**src/rtl/shift_arbiter.sv**
```systemverilog
// shift_arbiter
//
// Shares one left_shifter between NUM_REQ requester streams. Requests are
// granted round-robin and the granted {data, shift_len} beat is held on the
// shifter input until accepted. The owner of every in-flight beat is queued in
// a tag FIFO, and each shifter result is steered back to that owner in issue
// order. A result that arrives with no outstanding tag sets a sticky error.
//
// Ports
//   clk, rstn          clock; synchronous active-low reset
//   req_tdata/tvalid/tready   per-requester {data, shift_len} input streams
//   sh_tdata/tvalid/tready    beat to the shared shifter
//   shr_tdata/tvalid/tready   result from the shared shifter
//   rsp_tdata                 shared result bus (pass-through of shr_tdata)
//   rsp_tvalid/tready         one-hot per-requester result handshake
//   err_orphan                sticky: result seen with the tag FIFO empty
//
// Optional build macro SHIFT_ARB_STATS_EN adds:
//   grant_cnt          NUM_REQ saturating 32-bit issue counters
//   max_inflight_seen  high-water mark of the in-flight count
//
// FSM states
//   state   | meaning
//   ST_IDLE | looking for a requester; grant and latch in the same cycle
//   ST_HOLD | beat held on sh_tdata with sh_tvalid=1 until sh_tready

module shift_arbiter #(
    parameter int NUM_REQ      = 4,
    parameter int SHIFT_WIDTH  = 128,
    parameter int LEN_WIDTH    = 7,
    parameter int MAX_INFLIGHT = 8
) (
    input  logic                                         clk,
    input  logic                                         rstn,
    input  logic [NUM_REQ*(SHIFT_WIDTH+LEN_WIDTH)-1:0]   req_tdata,
    input  logic [NUM_REQ-1:0]                           req_tvalid,
    output logic [NUM_REQ-1:0]                           req_tready,
    output logic [SHIFT_WIDTH+LEN_WIDTH-1:0]             sh_tdata,
    output logic                                         sh_tvalid,
    input  logic                                         sh_tready,
    input  logic [SHIFT_WIDTH-1:0]                       shr_tdata,
    input  logic                                         shr_tvalid,
    output logic                                         shr_tready,
    output logic [SHIFT_WIDTH-1:0]                       rsp_tdata,
    output logic [NUM_REQ-1:0]                           rsp_tvalid,
    input  logic [NUM_REQ-1:0]                           rsp_tready,
    output logic                                         err_orphan
`ifdef SHIFT_ARB_STATS_EN
    ,
    output logic [NUM_REQ*32-1:0]                        grant_cnt,
    output logic [$clog2(MAX_INFLIGHT):0]                max_inflight_seen
`endif
);

    localparam int BEAT_W = SHIFT_WIDTH + LEN_WIDTH;
    localparam int IDX_W  = $clog2(NUM_REQ);
    localparam int PTR_W  = $clog2(MAX_INFLIGHT);
    localparam int CNT_W  = PTR_W + 1;

    typedef enum logic {
        ST_IDLE,
        ST_HOLD
    } state_t;

    state_t             state, state_nxt;
    logic [IDX_W-1:0]   rr_ptr, rr_ptr_nxt;
    logic [IDX_W-1:0]   grant, grant_nxt;
    logic [BEAT_W-1:0]  beat_q, beat_nxt;

    logic               sel_found;
    logic [IDX_W-1:0]   sel_idx;
    logic [IDX_W:0]     cand;

    logic [IDX_W-1:0]   tag_mem [MAX_INFLIGHT];
    logic [PTR_W-1:0]   wr_ptr, rd_ptr;
    logic [CNT_W-1:0]   count;
    logic               fifo_empty;
    logic               pending;
    logic               issue_room;
    logic               push, pop;
    logic [IDX_W-1:0]   head_tag;

    // Round-robin search: walk offsets from the highest down so that the
    // smallest offset from rr_ptr is the last (winning) assignment.
    always_comb begin
        sel_found = 1'b0;
        sel_idx   = '0;
        cand      = '0;
        for (int k = NUM_REQ - 1; k >= 0; k--) begin
            cand = {1'b0, rr_ptr} + (IDX_W+1)'(k);
            if (cand >= (IDX_W+1)'(NUM_REQ)) begin
                cand = cand - (IDX_W+1)'(NUM_REQ);
            end
            if (req_tvalid[cand[IDX_W-1:0]]) begin
                sel_found = 1'b1;
                sel_idx   = cand[IDX_W-1:0];
            end
        end
    end

    // A beat sitting in HOLD already owns a FIFO slot even before it is pushed.
    assign pending    = (state == ST_HOLD);
    assign issue_room = (count + CNT_W'(pending)) < CNT_W'(MAX_INFLIGHT);

    always_comb begin
        state_nxt  = state;
        grant_nxt  = grant;
        beat_nxt   = beat_q;
        rr_ptr_nxt = rr_ptr;
        req_tready = '0;
        push       = 1'b0;
        case (state)
            ST_IDLE: begin
                if (rstn && issue_room && sel_found) begin
                    req_tready[sel_idx] = 1'b1;
                    grant_nxt           = sel_idx;
                    beat_nxt            = req_tdata[int'(sel_idx)*BEAT_W +: BEAT_W];
                    state_nxt           = ST_HOLD;
                end
            end
            ST_HOLD: begin
                if (sh_tready) begin
                    push       = 1'b1;
                    rr_ptr_nxt = (grant == IDX_W'(NUM_REQ - 1)) ? '0 : grant + 1'b1;
                    state_nxt  = ST_IDLE;
                end
            end
            default: state_nxt = ST_IDLE;
        endcase
    end

    always_ff @(posedge clk) begin
        if (!rstn) begin
            state  <= ST_IDLE;
            rr_ptr <= '0;
            grant  <= '0;
            beat_q <= '0;
        end else begin
            state  <= state_nxt;
            rr_ptr <= rr_ptr_nxt;
            grant  <= grant_nxt;
            beat_q <= beat_nxt;
        end
    end

    assign sh_tvalid = (state == ST_HOLD);
    assign sh_tdata  = beat_q;

    // Tag FIFO. Storage needs no reset: every read is qualified by !fifo_empty.
    always_ff @(posedge clk) begin
        if (push) begin
            tag_mem[wr_ptr] <= grant;
        end
    end

    always_ff @(posedge clk) begin
        if (!rstn) begin
            wr_ptr <= '0;
            rd_ptr <= '0;
            count  <= '0;
        end else begin
            if (push) begin
                wr_ptr <= wr_ptr + 1'b1;
            end
            if (pop) begin
                rd_ptr <= rd_ptr + 1'b1;
            end
            case ({push, pop})
                2'b10:   count <= count + 1'b1;
                2'b01:   count <= count - 1'b1;
                default: count <= count;
            endcase
        end
    end

    assign fifo_empty = (count == '0);
    assign head_tag   = tag_mem[rd_ptr];

    // Return path: strictly in issue order, so a stalled owner stalls everyone.
    always_comb begin
        rsp_tvalid = '0;
        shr_tready = 1'b0;
        if (!fifo_empty) begin
            rsp_tvalid[head_tag] = shr_tvalid;
            shr_tready           = rsp_tready[head_tag];
        end
    end

    assign rsp_tdata = shr_tdata;
    assign pop       = shr_tvalid & shr_tready;

    always_ff @(posedge clk) begin
        if (!rstn) begin
            err_orphan <= 1'b0;
        end else if (shr_tvalid && fifo_empty) begin
            err_orphan <= 1'b1;
        end
    end

`ifdef SHIFT_ARB_STATS_EN
    logic [NUM_REQ-1:0][31:0] gcnt;

    always_ff @(posedge clk) begin
        if (!rstn) begin
            gcnt <= '0;
        end else if (push && (gcnt[grant] != 32'hFFFF_FFFF)) begin
            gcnt[grant] <= gcnt[grant] + 32'd1;
        end
    end

    assign grant_cnt = gcnt;

    always_ff @(posedge clk) begin
        if (!rstn) begin
            max_inflight_seen <= '0;
        end else if (count > max_inflight_seen) begin
            max_inflight_seen <= count;
        end
    end
`endif

endmodule

```
**config.mk**
```make
export PLATFORM = sky130hd
export DESIGN_NAME = shift_arbiter
export DESIGN_NICKNAME = d
export VERILOG_FILES = /design/src/rtl/shift_arbiter.sv
export SDC_FILE = /design/constraint.sdc
export NUM_CORES = 1
export LEC_CHECK = 0
export ABC_AREA = 0
export BUFFER_PORTS_ARGS = -buffer_cell sky130_fd_sc_hd__buf_2
export CORE_AREA = 2 2 376 378
export DETAILED_ROUTE_END_ITERATION = 16
export DIE_AREA = 0 0 378 380
export PLACE_DENSITY = 0.3
export SYNTH_ARGS = -nofsm -noshare
export SYNTH_HDL_FRONTEND = slang
export SYNTH_SLANG_ARGS = --single-unit
export TNS_END_PERCENT = 10
```
**constraint.sdc**
```tcl
create_clock -name clk -period 3.9 [get_ports clk]
set_clock_uncertainty 0.2 [all_clocks]
set_input_delay 0 -clock clk [delete_from_list [all_inputs] [get_ports clk]]
set_output_delay 0 -clock clk [all_outputs]
set_load 0.05 [all_outputs]
```
* Word-level counts from Yosys, hierarchy flattened *
Memories as Yosys holds them, arrays and structs flattened. A register that Yosys moved wholly into a read port is not among the register bits.
Index checks and enable logic that the tools add are counted.

storage, ports and cells
  flip-flop bits (word level) = 151
  bits in latches = 0
  RAM bits = 16
  bits in read-only memories = 0
  output and inout bits = 274
  memories kept = 1

memory list
  memory   depth  width  rd ports  clocked after memory_dff  write ports  RTL line  source
  tag_mem  8      2      1         1                         1            74        logic [IDX_W-1:0] tag_mem [MAX_INFLIGHT];

cells by class
  add/subtract/negate cells = 13
  multiply operators = 1
  div/mod/pow operators = 0
  order comparisons = 13
  equality and inequality tests = 3
  shifts and indexed selects = 1
  multiplexer cells = 41
  bitwise gates (word level) = 3
  reductions and logical operators = 9

operators with widths
  kind                    count
  $shiftx A540 B11 Y135   1
  $lt A2 B3 Y1 const B    6
  $mux W1                 18
  $mux W2                 9
  $mux W4                 3
  $bmux W1 S2             5
  $mul A2 B8 Y10 const B  1
  $ge A3 B3 Y1 const B    3
  $pmux W4 S2             1
  $sub A2 B1 Y2 const B   4
  $add A2 B2 Y3 const B   2
  $add A3 B1 Y3 const B   2
  $mux W3                 2
  $logic_and A1 B1 Y1     5
  $add A4 B1 Y4           1
  $add A4 B1 Y4 const B   1
  $and A4 B4 Y4           1
  $demux W1 S2            2
  $eq A2 B2 Y1 const B    2
  $ge A2 B1 Y1 const B    2
  $logic_not A4 Y1        1
  $lt A4 B4 Y1 const B    1
  $reduce_and A2 Y1       2
  $sub A4 B1 Y4 const B   1
  8 further kinds         8

* Depth between registers and ports, before layout *
Gate-level depths: netlist (run 1).

  word-level depth = 15
  gate-level depth with buffers = 12
  gate-level depth less buffers = 11

* Worst setup path after synthesis (run 1) *
Ideal clock, no wire load.

  path type = reg-to-reg
  start point = register with a tool-made name
  end point = register count[2]
  setup time = 0.070 ns
  arrival = 3.065 ns
  slack = 0.565 ns
  stages on the path, launching flop included = 13
  path buffers = 1
  period minus slack after synthesis = 3.335 ns
  path through = dfxtp_1 -> buf_6 -> mux2_1 -> mux4_2 -> mux4_2 -> and2_4 -> ha_1 -> xor2_1 -> ha_1 -> a21oi_1 -> xor2_1 -> or3_1 -> a21oi_1

RTL lines
  what                  RTL line  source
  end signal, assigned  169       2'b10: count <= count + 1'b1;
  end signal, assigned  170       2'b01: count <= count - 1'b1;
  end signal, assigned  171       default: count <= count;
  end, declared         76        logic [CNT_W-1:0] count;

==> results of run 1 <==
## power breakdown
part,leakage [nW],switching [mW],internal (mW)
registers,1.42,0.108,1.95
clock network,0.284,0.916,0.954
logic,6.44,1.73,1.27
## sequential cells by signal (all words and copies together) (netlist names), named ones only
signal / cells
err_orphan: 1
grant: 2
sh_tvalid: 1
rd_ptr: 3
count: 4
rr_ptr: 2
wr_ptr: 3
tag_mem: 16
sh_tdata: 135
## area by class of cell
cell class / instances / area (µm²)
timing repair buffer: 1124 / 7830
inverter: 8 / 30.0
sequential: 170 / 3560
clock inverter: 15 / 169
multi-input combinational: 380 / 5020
tap: 1876 / 2350
antenna: 20 / 50.0
fill: 15891 / 120000
clock buffer: 17 / 425
## logic make-up (layout without fill, tap and decap cells)
| group | count (synthesis) | count (layout) |
|---|---|---|
| simple gates | 62 | 62 |
| xor+xnor | 4 | 4 |
| other cells | 0 | 20 |
| fa+ha+maj | 6 | 6 |
| mux | 147 | 147 |
| compound gates | 161 | 161 |
| buf+inv | 199 | 1164 |
| flops | 170 | 170 |
## path summary, 6_finish.rpt
| path | startpoint | endpoint | slack, ns | cells past startpoint |
|---|---|---|---|---|
| setup reg to reg | register | count[2] | 0.34 | 11 |
| hold reg to reg | sh_tdata[8] | sh_tdata[8] | 0.28 | 1 |
| setup / recovery | register | count[2] | 0.34 | 11 |
| hold / removal | req_tvalid[3] | grant[1] | 0.06 | 6 |
## worst min-delay path, stage by stage
cell and delay (ns):
buf_2 0.12, inv_1 0.08, a21oi_4 0.07, buf_4 0.25, nand2_1 0.13, a21oi_1 0.06
## placed cells by master, fill, tap and decap left out, types with 4 or more instances in the layout
cell type and count:
clkbuf_16 17, dlygate4sd3_1 412, edfxtp_1 16, inv_1 6, nand2_1 15, dfxtp_1 153, a22o_1 135, diode_2 20
buf_2 697, ha_1 6, clkinv_4 4, buf_4 7, nor2_1 15, xor2_1 4, nand2b_1 6, mux4_2 137
nor3_1 5, buf_12 8, nand3_1 5, a21oi_1 13
## repair_timing
item / 4_1_cts / 5_1_grt
resized for setup: 0 / 1
hold buffers: 412 / 0
endpoints found under the hold margin: 290 / 0
setup endpoints to repair: 0 / 1
## layer usage
metal / vias to the layer above / share of wire / track usage
li1: 4792 / - / -
met1: 5027 / 0.40 / 0.0996
met2: 525 / 0.45 / 0.134
met3: 63 / 0.12 / 0.0441
met4: 18 / 0.027 / 0.0277
met5: - / 0.0017 / 0
## metrics by stage
stage                     instance area [µm²]  hold WS [ns]  instances
final                                   19400        0.0592       3610
after global routing                    19400        0.0961       3591
after CTS                               19400       0.00571       3590
after detailed placement                14700        -0.200       3146
after global placement                  14700        -0.200       3146
after floorplan                          9800       -0.0593        749
==> summary.txt, run 1 <==
Most numerous cell in the Yosys netlist - dfxtp_1
DR WL/cell - 17.6 µm
Die Height - 380 µm
Worst VDD drop - 0.243 mV
Final Hold Viols - 0
DP Worst Slack - 0.208 ns
Arrival @ worst endpoint - 3.80 ns
Largest net degree at the start of global routing - 84
Post-synthesis mux area share - 0.330
Sink Count - 170
Adder-Cell Fraction of Synth Area - 0.00766
Routed via count - 10.4k
Most frequent cells after synthesis - dfxtp_1, mux4_2, a22o_1
MaxCap Viol Count - 0
Initial DRC Count - 515
Pins Over Slew Limit - 0
Run status - completed
Cell Area, Synth - 9800 µm²
Total power after layout - 6.93 mW
Vias in the first global route - 10.9k
Post-route ant nets - 0
Total core area - 139000 µm²
Startpoint Class - register
Final #Nets - 2387
Post-route core utilization - 0.140
CTS tree - built
Synth cell types - 39
Synth Area in Compound Gates - 0.136
Avg Cell Area, Syn - 13.1 µm²
Top-area cell type share of the netlist area - 0.315
Final WL - 63400 µm
Number of synthesized flops with an enable pin - 16
Crit path cell chain - mux2_1 > mux4_2 > mux4_2 > and2_4 > ha_1 > xor2_1 > ha_1 > a21oi_1 > xor2_1 > or3_1 > a21oi_1
WP data required - 4.14 ns
Most used DFF post-synth - dfxtp_1
DRC - 0
Period utilization - 0.913
Crit path max-delay family - multiplexers
Static leakage - 8.14 nW
CTS Buffer Depth - 2
Synth area leaders - mux4_2, dfxtp_1, a22o_1, buf_4, edfxtp_1
Die Footprint - 144000 µm²
GRT Overall Usage - 0.0855
Slew @ Worst Pin - 0.775 ns
XOR/XNOR Fraction of Synth Area - 0.00357
Crit-path max FO - 6
Max Clk Rate - 0.281 GHz
Asr flop ratio synth - 0
Share of cells above drive strength 1 - 0.520
Starting Density - 0.0704
Hold/Removal Path Class - in2reg
Clk_lat worst skew - 0.51 ns
First-pass GRT wire length - 84400 µm
Slowest stage delay, CP - 0.51 ns
Pwr dens - 356 nW/µm²
Post-Synth Simple-Gate Area - 0.0314
# setup viols final - 0
Vias per cell - 2.89
Hpwl dp - 51900 µm
Mapped Cells - 749
Post-Syn Nets - 1435
Seq/Total Area, Yosys - 0.364
Synth Warn # - 0
Worst setup path category - reg2reg
Die Wd - 378 µm
1st-pass router iterations - 4
Worst setup margin - 0.338 ns
Leading area contributor after synthesis - mux4_2
I/O pin total - 954
Worst slew margin - 0.483
Critical Path End Type - register
H-tree Lvls - 4
CP bufs+invs - 0
Largest family of logic cells by synthesized area - multiplexers
Clk slew on worst S/H paths - 0.08 ns
Antenna violations before repair - 25
Rows - 137
Setup TNS - 0 ns
Setup Buffers After CTS - 0
Gpl congestion - 0.851
Grt total ovfl - 0
RSZ-0062 raised after global routing - false
Clock Tree Root - clkbuf_16
CTS Buf Count - 17
CP max stage cell - mux4_2
Layout area overhead - 98.3%
IO buf count - 697
Final min period - 3.56 ns
Synth Register Bits - 170
Note: power is estimated with default switching activity, not from simulation.
==> run 2: changes to the inputs <==
--- a/config.mk
+++ b/config.mk
@@ -11,6 +11,7 @@
 export DETAILED_ROUTE_END_ITERATION = 16
 export DIE_AREA = 0 0 378 380
 export PLACE_DENSITY = 0.3
+export SETUP_SLACK_MARGIN = 0.5
 export SYNTH_ARGS = -nofsm -noshare
 export SYNTH_HDL_FRONTEND = slang
 export SYNTH_SLANG_ARGS = --single-unit
==> run 2 against run 1 <==
Routed wire length about the same. Largest cell class unchanged. Sequential power about the same. Utilization about the same. Global-route usage about the same. Fmax up 7.8%. Critical path depth down 1. Count of clock-buffer cells in the layout unchanged. Flip-flop and latch count unchanged. Total power about the same. Combinational power about the same. Die area unchanged.
==> summary.txt, run 2 (same netlist as run 1, synthesis figures left out) <==
Clk_lat worst skew - 0.51 ns
Antenna violations before repair - 25
Met3 Usage GRT - 0.0442
Seq pwr share - 0.297
Worst setup path category - reg2reg
Pins Over Slew Limit - 0
Hold/Removal Path Class - in2reg
Met1 usage - 0.0996
WHS - 0.0549 ns
CTS Buffer Depth - 2
CTS tree - built
Crit-path max FO - 6
Final min period - 3.31 ns
Arrival @ worst endpoint - 3.54 ns
Hpwl dp - 51900 µm
Startpoint Class - register
Post-route cell area - 19400 µm²
Sw power - 2.76 mW
I/O pin total - 954
Combinational share of power - 0.433
Grt total ovfl - 0
H-tree Lvls - 4
Power Internal - 4.18 mW
Static leakage - 8.14 nW
Cell count of the worst reg-to-reg path - 10
CP bufs+invs - 0
IO buf count - 697
Commonest cells after routing, fill and taps aside - buf_2, dlygate4sd3_1, dfxtp_1
Routed via count - 10.4k
Pwr dens - 357 nW/µm²
Period utilization - 0.847
Die Height - 380 µm
CP max stage cell - mux4_2
Die Footprint - 144000 µm²
Vias per cell - 2.89
Sink Count - 170
Initial DRC Count - 487
Worst VDD drop - 0.244 mV
1st-pass router iterations - 4
Setup TNS - 0 ns
Worst slew margin - 0.475
GRT Overall Usage - 0.0854
Share of cells above drive strength 1 - 0.525
Crit path max-delay family - multiplexers
Clock Tree Root - clkbuf_16
Final #Nets - 2386
Total core area - 139000 µm²
Gpl congestion - 0.851
Final WL - 63400 µm
GRT met2 Usage - 0.134
Crit path cell chain - mux2_4 > mux4_2 > mux4_2 > and2_4 > ha_2 > nor4bb_1 > a21oi_1 > o21a_1 > or3_1 > a21oi_1
Filler cells - 15.9k
Layout area overhead - 98.3%
WP data required - 4.14 ns
DR WL/cell - 17.6 µm
RSZ-0062 raised after global routing - true
MaxCap Viol Count - 0
Critical Path End Type - register
Final Hold Viols - 0
Largest register FFs - 135
Hold depth - 6
Max Clk Rate - 0.303 GHz
Net Sw Frac - 0.398
# setup viols final - 0
Run status - completed
Post-route ant nets - 0
Die Wd - 378 µm
Slowest stage delay, CP - 0.50 ns
CTS Buf Count - 17
Commonest non-fill, non-tap cell in the layout - buf_2
DRC - 0
Largest net degree at the start of global routing - 84
Clk pwr share - 0.270
Rows - 137
Vias in the first global route - 10.9k
Post-place instance area - 14700 µm²
Crit path depth - 10
Most Crowded Layer GR - met2
Slew @ Worst Pin - 0.787 ns
Starting Density - 0.0704
First-pass GRT wire length - 84300 µm
Clk slew on worst S/H paths - 0.07 ns
run 2: cell types whose count changed in the layout (fill, tap and decap cells not counted), sizes merged:
cell,delta
diode,-4
dlygate4sd3,-3
buf,+2
run 2: area by class of cell:
class | instances | area [µm²] | share of cell area
Multi-Input combinational cell | 380 | 5050 | 0.260
Clock buffer | 17 | 425 | 0.0219
Antenna cell | 16 | 40.0 | 0.00206
Inverter | 8 | 30.0 | 0.00155
Sequential cell | 170 | 3570 | 0.184
Tap cell | 1876 | 2350 | 0.121
Clock inverter | 15 | 169 | 0.00869
Timing Repair Buffer | 1123 | 7810 | 0.402
run 2: path summary, 6_finish.rpt:
check             slack, ns     endpoint     startpoint
setup / recovery       0.59     count[3]       register
hold / removal         0.05     grant[1]  req_tvalid[3]
setup reg to reg       0.59     count[3]       register
hold reg to reg        0.28  sh_tdata[8]    sh_tdata[8]
run 2: power by group through the flow:
stage	clock [mW]	sequential, mW	combinational (mW)
after floorplan	0	2.69	1.13
after global placement	0	2.10	2.29
after detailed placement	0	2.10	2.28
after CTS	2.03	2.06	3.06
after global routing	2.06	2.08	3.18
final	1.87	2.06	3.00
run 2: repair_timing:
item | in CTS | in global routing
gates cloned | 0 | 0
gates resized for setup | 4 | 4
hold buffers | 409 | 0
setup endpoints to repair | 2 | 56
setup buffers | 2 | 0
pin swaps | 0 | 2
endpoints found under the hold margin | 290 | 0
run 2: through the flow:
| stage | power (mW) | setup slack [ns] | cells | utilization |
|---|---|---|---|---|
| 2_1_floorplan | 3.82 | 0.565 | 749 | - |
| 3_3_place_gp | 4.39 | 0.190 | 3146 | 0.105 |
| 3_5_place_dp | 4.39 | 0.208 | 3146 | 0.105 |
| 4_1_cts | 7.15 | 0.503 | 3589 | 0.139 |
| 5_1_grt | 7.32 | 0.398 | 3590 | 0.139 |
| 6_report | 6.93 | 0.595 | 3605 | 0.140 |
run 2: metal layers:
| metal | share of wire | routed length (µm) |
|---|---|---|
| met5 | 0.0017 | 107 |
| met4 | 0.024 | 1510 |
| met3 | 0.12 | 7410 |
| met2 | 0.46 | 29000 |
| met1 | 0.40 | 25400 |
run 2: worst reg2reg max path, delay by kind of cell, from the launching register on:
kind | cells | cell delay, ns
DFF | 1 | 0.42
muxes | 3 | 1.28
AOI/OAI and AO/OA | 3 | 0.38
and+or+nand+nor | 3 | 0.76
adders and majority gates | 1 | 0.20
